--- src/rtl/farm_vehicle_detector.sv ---
// Farm-road vehicle detector: synchronizes and debounces the inductive loop, counts
// waiting vehicles, and raises 'sensor' for traffic_control until they are all served.
module farm_vehicle_detector #(
    parameter int DEBOUNCE_CYCLES = 4,
    parameter int CNT_W           = 4,
    parameter int STUCK_CYCLES    = 1000
) (
    input  logic             clk,
    input  logic             rst,
    input  logic             loop_raw,
    input  logic [2:0]       Farm_Light,
    output logic             sensor,
    output logic [CNT_W-1:0] vehicle_count,
    output logic             loop_fault
);

    localparam int DB_W = $clog2(DEBOUNCE_CYCLES + 1);
    localparam int ST_W = $clog2(STUCK_CYCLES + 1);

    localparam logic [DB_W-1:0]  DB_LAST  = DB_W'(DEBOUNCE_CYCLES - 1);
    localparam logic [ST_W-1:0]  ST_LIMIT = ST_W'(STUCK_CYCLES);
    localparam logic [CNT_W-1:0] CNT_MAX  = '1;

    localparam logic [1:0] ST_IDLE    = 2'd0;
    localparam logic [1:0] ST_PRESENT = 2'd1;
    localparam logic [1:0] ST_FAULT   = 2'd2;

    logic             sync1_q, sync1_d;
    logic             sync2_q, sync2_d;
    logic             level_q, level_d;
    logic [DB_W-1:0]  db_cnt_q, db_cnt_d;
    logic [ST_W-1:0]  stuck_q, stuck_d;
    logic [1:0]       state_q, state_d;
    logic [CNT_W-1:0] count_q, count_d;
    logic             sensor_q, sensor_d;

    logic toggle;
    logic arrive;
    logic depart;
    logic green;

    always_comb begin
        sync1_d = loop_raw;
        sync2_d = sync1_q;

        // Level only flips after DEBOUNCE_CYCLES consecutive disagreeing samples.
        level_d  = level_q;
        db_cnt_d = '0;
        toggle   = 1'b0;
        if (sync2_q != level_q) begin
            if (db_cnt_q == DB_LAST) begin
                toggle  = 1'b1;
                level_d = ~level_q;
            end else begin
                db_cnt_d = db_cnt_q + 1'b1;
            end
        end

        arrive = toggle & ~level_q;
        depart = toggle & level_q;
        green  = (Farm_Light == 3'b001);

        stuck_d = '0;
        if (level_q) begin
            stuck_d = (stuck_q == ST_LIMIT) ? stuck_q : stuck_q + 1'b1;
        end

        state_d = state_q;
        case (state_q)
            ST_IDLE:    if (arrive) state_d = ST_PRESENT;
            ST_PRESENT: begin
                if (depart) begin
                    state_d = ST_IDLE;
                end else if (stuck_d == ST_LIMIT) begin
                    state_d = ST_FAULT;
                end
            end
            ST_FAULT:   state_d = ST_FAULT;
            default:    state_d = ST_IDLE;
        endcase

        // A vehicle arriving on green drives straight through; one leaving on red is still queued.
        count_d = count_q;
        if (state_q != ST_FAULT) begin
            if (arrive && !green && count_q != CNT_MAX) begin
                count_d = count_q + 1'b1;
            end else if (depart && green && count_q != '0) begin
                count_d = count_q - 1'b1;
            end
        end

        sensor_d = (state_q == ST_FAULT) | level_q | (count_q != '0);
    end

    always_ff @(posedge clk or posedge rst) begin
        if (rst) begin
            sync1_q  <= 1'b0;
            sync2_q  <= 1'b0;
            level_q  <= 1'b0;
            db_cnt_q <= '0;
            stuck_q  <= '0;
            state_q  <= ST_IDLE;
            count_q  <= '0;
            sensor_q <= 1'b0;
        end else begin
            sync1_q  <= sync1_d;
            sync2_q  <= sync2_d;
            level_q  <= level_d;
            db_cnt_q <= db_cnt_d;
            stuck_q  <= stuck_d;
            state_q  <= state_d;
            count_q  <= count_d;
            sensor_q <= sensor_d;
        end
    end

    assign sensor        = sensor_q;
    assign vehicle_count = count_q;
    assign loop_fault    = (state_q == ST_FAULT);

endmodule

--- config.mk ---
export PLATFORM = sky130hd
export DESIGN_NAME = farm_vehicle_detector
export DESIGN_NICKNAME = d
export VERILOG_FILES = /design/src/rtl/farm_vehicle_detector.sv
export SDC_FILE = /design/constraint.sdc
export NUM_CORES = 1
export LEC_CHECK = 0
export CAP_MARGIN = 30
export CELL_PAD_IN_SITES_DETAIL_PLACEMENT = 1
export CELL_PAD_IN_SITES_GLOBAL_PLACEMENT = 2
export CORE_MARGIN = 10
export CORE_UTILIZATION = 24
export CTS_CLUSTER_SIZE = 25
export DETAILED_ROUTE_END_ITERATION = 7
export PLACE_DENSITY = 0.62
export SETUP_SLACK_MARGIN = 0.4
export SLEW_MARGIN = 10
export SYNTH_ARGS = -nofsm -noshare
export SYNTH_HDL_FRONTEND = slang
export SYNTH_SLANG_ARGS = --single-unit
export TNS_END_PERCENT = 1
--- constraint.sdc ---
create_clock -name clk -period 6.1 [get_ports clk]
set_clock_uncertainty 0.05 [all_clocks]
set_input_delay 1.22 -clock clk [delete_from_list [all_inputs] [get_ports clk]]
set_output_delay 1.22 -clock clk [all_outputs]
set_load 0.1 [all_outputs]
==> metrics.md <==
| Metric | Value |
|---|---|
| Status | `finished, final reports clean` |
| Row count | `26` |
| Root Buffer | `clkbuf_8` |
| Post-synth cell types | `40` |
| PwrDens | `407 nW/µm²` |
| Drt first pass iters | `4` |
| Tmin final | `3.46 ns` |
| Lkg Pwr | `0.609 nW` |
| Setup Slack @ Placement | `2.54 ns` |
| Die X | `92.5 µm` |
| DR WL/cell | `13.6 µm` |
| FMAX | `0.289 GHz` |
| Register area | `576 µm²` |
| Worst-Skew Late Latency | `0.26 ns` |
| Gpl congestion | `0.776` |
| Cells along the critical path | `nor2b_1 > clkdlybuf4s50_1` |
| Sequential area share after synthesis | `45.6%` |
| Total setup buffers inserted after CTS | `0` |
| Fill cells | `595` |
| Placed cell areas | `1450 µm²` |
| Syn_area_per_cell | `10.9 µm²` |
| Mapped Cells | `116` |
| Die area | `8550 µm²` |
| Initial Util | `24.7%` |
| Final Setup Violations | `0` |
| H-tree level count | `1` |
| All-Layer GR Usage | `6.89%` |
| Core area | `5110 µm²` |
| CTS tree | `built` |
| CP max stage cell | `clkdlybuf4s50_1` |
| RSZ-0062 raised after global routing | `no` |
| Worst stage delay on the critical path | `1.20 ns` |
| Layout area overhead | `20.7%` |
| Fin. Hold Viols | `0` |
| Startpoint Class | `register` |
| CP max FO | `4` |
| Largest net degree at the start of global routing | `24` |
| Total wire length | `2.71 mm` |
| Max_slew headroom | `34.4%` |
| Initial DRC count | `7` |
| Area of the multi-input gates | `658 µm²` |
| Final period util | `56.7%` |
| DRT antenna net count | `0` |
| YS warnings | `0` |
| Final instance area | `1520 µm²` |
| CTS max path bufs | `2` |
| Crit. End Element | `primary output` |
| WS Path Type | `register to primary output` |
| Most used flip-flop cell after synthesis | `dfrtp_1` |
| Hold Crit Class | `register to register` |
| Crit path arrival time | `2.19 ns` |
| Die Y | `92.5 µm` |
| Initial antenna violation count | `0` |
| First-pass GRT wire length | `4.86 mm` |
| Async SR Flop Fraction | `100%` |
| Post-Syn Area | `1260 µm²` |
| DR vias | `900` |
| Post-Syn Nets | `128` |
| Cts hold-fix bufs | `0` |
| Hpwl dp | `2.05 mm` |
| Critical Path RT | `4.83 ns` |
| Share of cells above drive strength 1 | `10.8%` |
| Max-slew violations | `0` |
| Ports | `12` |
| NumNets Final | `143` |
| Post-synth EDFFs | `0` |
| Residual DRC | `0` |
| Peak supply drop | `0.000272 V` |
| Gr ovfl total | `0` |
| Clk slew on worst S/H paths | `0.08 ns` |
| Post_cts resized | `0` |
| Port buffer count | `11` |
| Setup TNS | `0 ns` |
| CTS buffer count | `3` |
| Ant diodes | `0` |
| Vias in the first global route | `994` |
| Max-cap violations | `0` |
| Worst Tran Pin Value | `0.981 ns` |
| Final worst slack | `2.64 ns` |
| Clock sinks | `23` |
| Vias per Instance | `4.50` |
| Seq cells post-synth | `23` |
metrics by stage:
stage               std cells  util, %  hold WS [ns]  power [mW]
floorplan                 116        -         0.281       0.453
global placement          195     28.4         0.283       0.520
detailed placement        195     28.4         0.287       0.529
CTS                       199     29.3         0.306       0.629
global route              200     29.8         0.324       0.664
finish                    200     29.8         0.303       0.620
placed cells by master (no fill, tap or decap), types with 2 or more instances in the layout:
cell type and instances:
nor3b_1 3, nor2_1 6, a211oi_1 2, or3_1 2
nand2_1 6, xor2_1 4, a21oi_1 4, clkdlybuf4s50_1 11
mux2i_1 3, xnor2_1 7, ha_1 5, nand4_1 3
nand4_2 2, nor3_1 3, mux2_2 2, nand3b_1 3
nand3_1 4, o21ai_0 2, and2_1 3, clkbuf_8 3
dfrtp_1 23, nor2b_1 5, inv_1 5
worst max-delay path: cells and delay by family (launching register included):
kind                   cells  cell delay [ns]
buffers and inverters      1             1.20
flip-flops                 1             0.42
AND/OR/NAND/NOR            1             0.30
cells in the mapped netlist, types with 2 or more instances:
library cell  count  share of area [%]
a211oi_1          2                1.2
a21oi_1           4                1.6
and2_1            3                1.5
dfrtp_1          23                 46
ha_1              5                5.0
inv_1             5                1.5
mux2_2            2                1.8
mux2i_1           3                2.4
nand2_1           6                1.8
nand3_1           4                1.6
nand3b_1          3                1.8
nand4_1           3                1.5
nand4_2           2                2.0
nor2_1            6                1.8
nor2b_1           5                2.5
nor3_1            3                1.2
nor3b_1           3                1.8
o21ai_0           2               0.79
or3_1             2               0.99
xnor2_1           7                4.9
xor2_1            4                2.8
metal layers:
| layer | share of wire (%) | up-vias | track usage (%) | wire length [µm] |
|---|---|---|---|---|
| met1 | 47 | 443 | 8.54 | 1280 |
| met3 | 5.4 | 4 | 2.58 | 147 |
| met5 | 0 | - | 0 | 0 |
| met2 | 46 | 11 | 10.6 | 1250 |
| met4 | 1.1 | 0 | 2.70 | 31 |
| li1 | - | 442 | - | - |
sequential cells by signal, summed over array words and instances, names as in the netlist:
register       cells
sensor             1
vehicle_count      4
sync2_q            1
db_cnt_q           3
stuck_q           10
level_q            1
state_q            2
sync1_q            1
power by group:
| part | internal, mW | leakage (nW) | total [mW] | switching [mW] |
|---|---|---|---|---|
| combinational | 0.0994 | 0.292 | 0.283 | 0.184 |
| sequential | 0.184 | 0.294 | 0.243 | 0.0587 |
| clock | 0.0466 | 0.0228 | 0.0943 | 0.0477 |
cell type report:
type	count	share of cell area (%)
Clock buffer	4	2.96
Inverter	5	1.23
Multi-Input combinational cell	86	43.2
Sequential cell	23	37.8
Tap cell	70	5.75
Timing Repair Buffer	12	9.04
cells by family after synthesis:
group,share of synthesized area [%]
multiplexers,4.17
flip-flops,45.6
AO/OA/AOI/OAI,8.93
adder cells (fa/ha/maj),6.55
AND/OR/NAND/NOR,24.9
XOR/XNOR,7.64
buffers and inverters,2.18
final timing paths:
path / startpoint / slack, ns / cells after the start / endpoint
setup / recovery: state_q[0]$_DFFE_PP0P_ / 2.64 / 2 / loop_fault
hold / removal: sync1_q$_DFF_PP0_ / 0.30 / 0 / sync2_q$_DFF_PP0_
setup reg to reg: level_q$_DFFE_PP0N_ / 3.48 / 8 / vehicle_count[3]$_DFFE_PP0P_
hold reg to reg: sync1_q$_DFF_PP0_ / 0.30 / 0 / sync2_q$_DFF_PP0_
max in group asynchronous: rst / 4.52 / 3 / vehicle_count[0]$_DFFE_PP0P_
min in group asynchronous: rst / 1.12 / 2 / sensor$_DFF_PP0_
No activity file was read; power rests on OpenSTA's default activity.
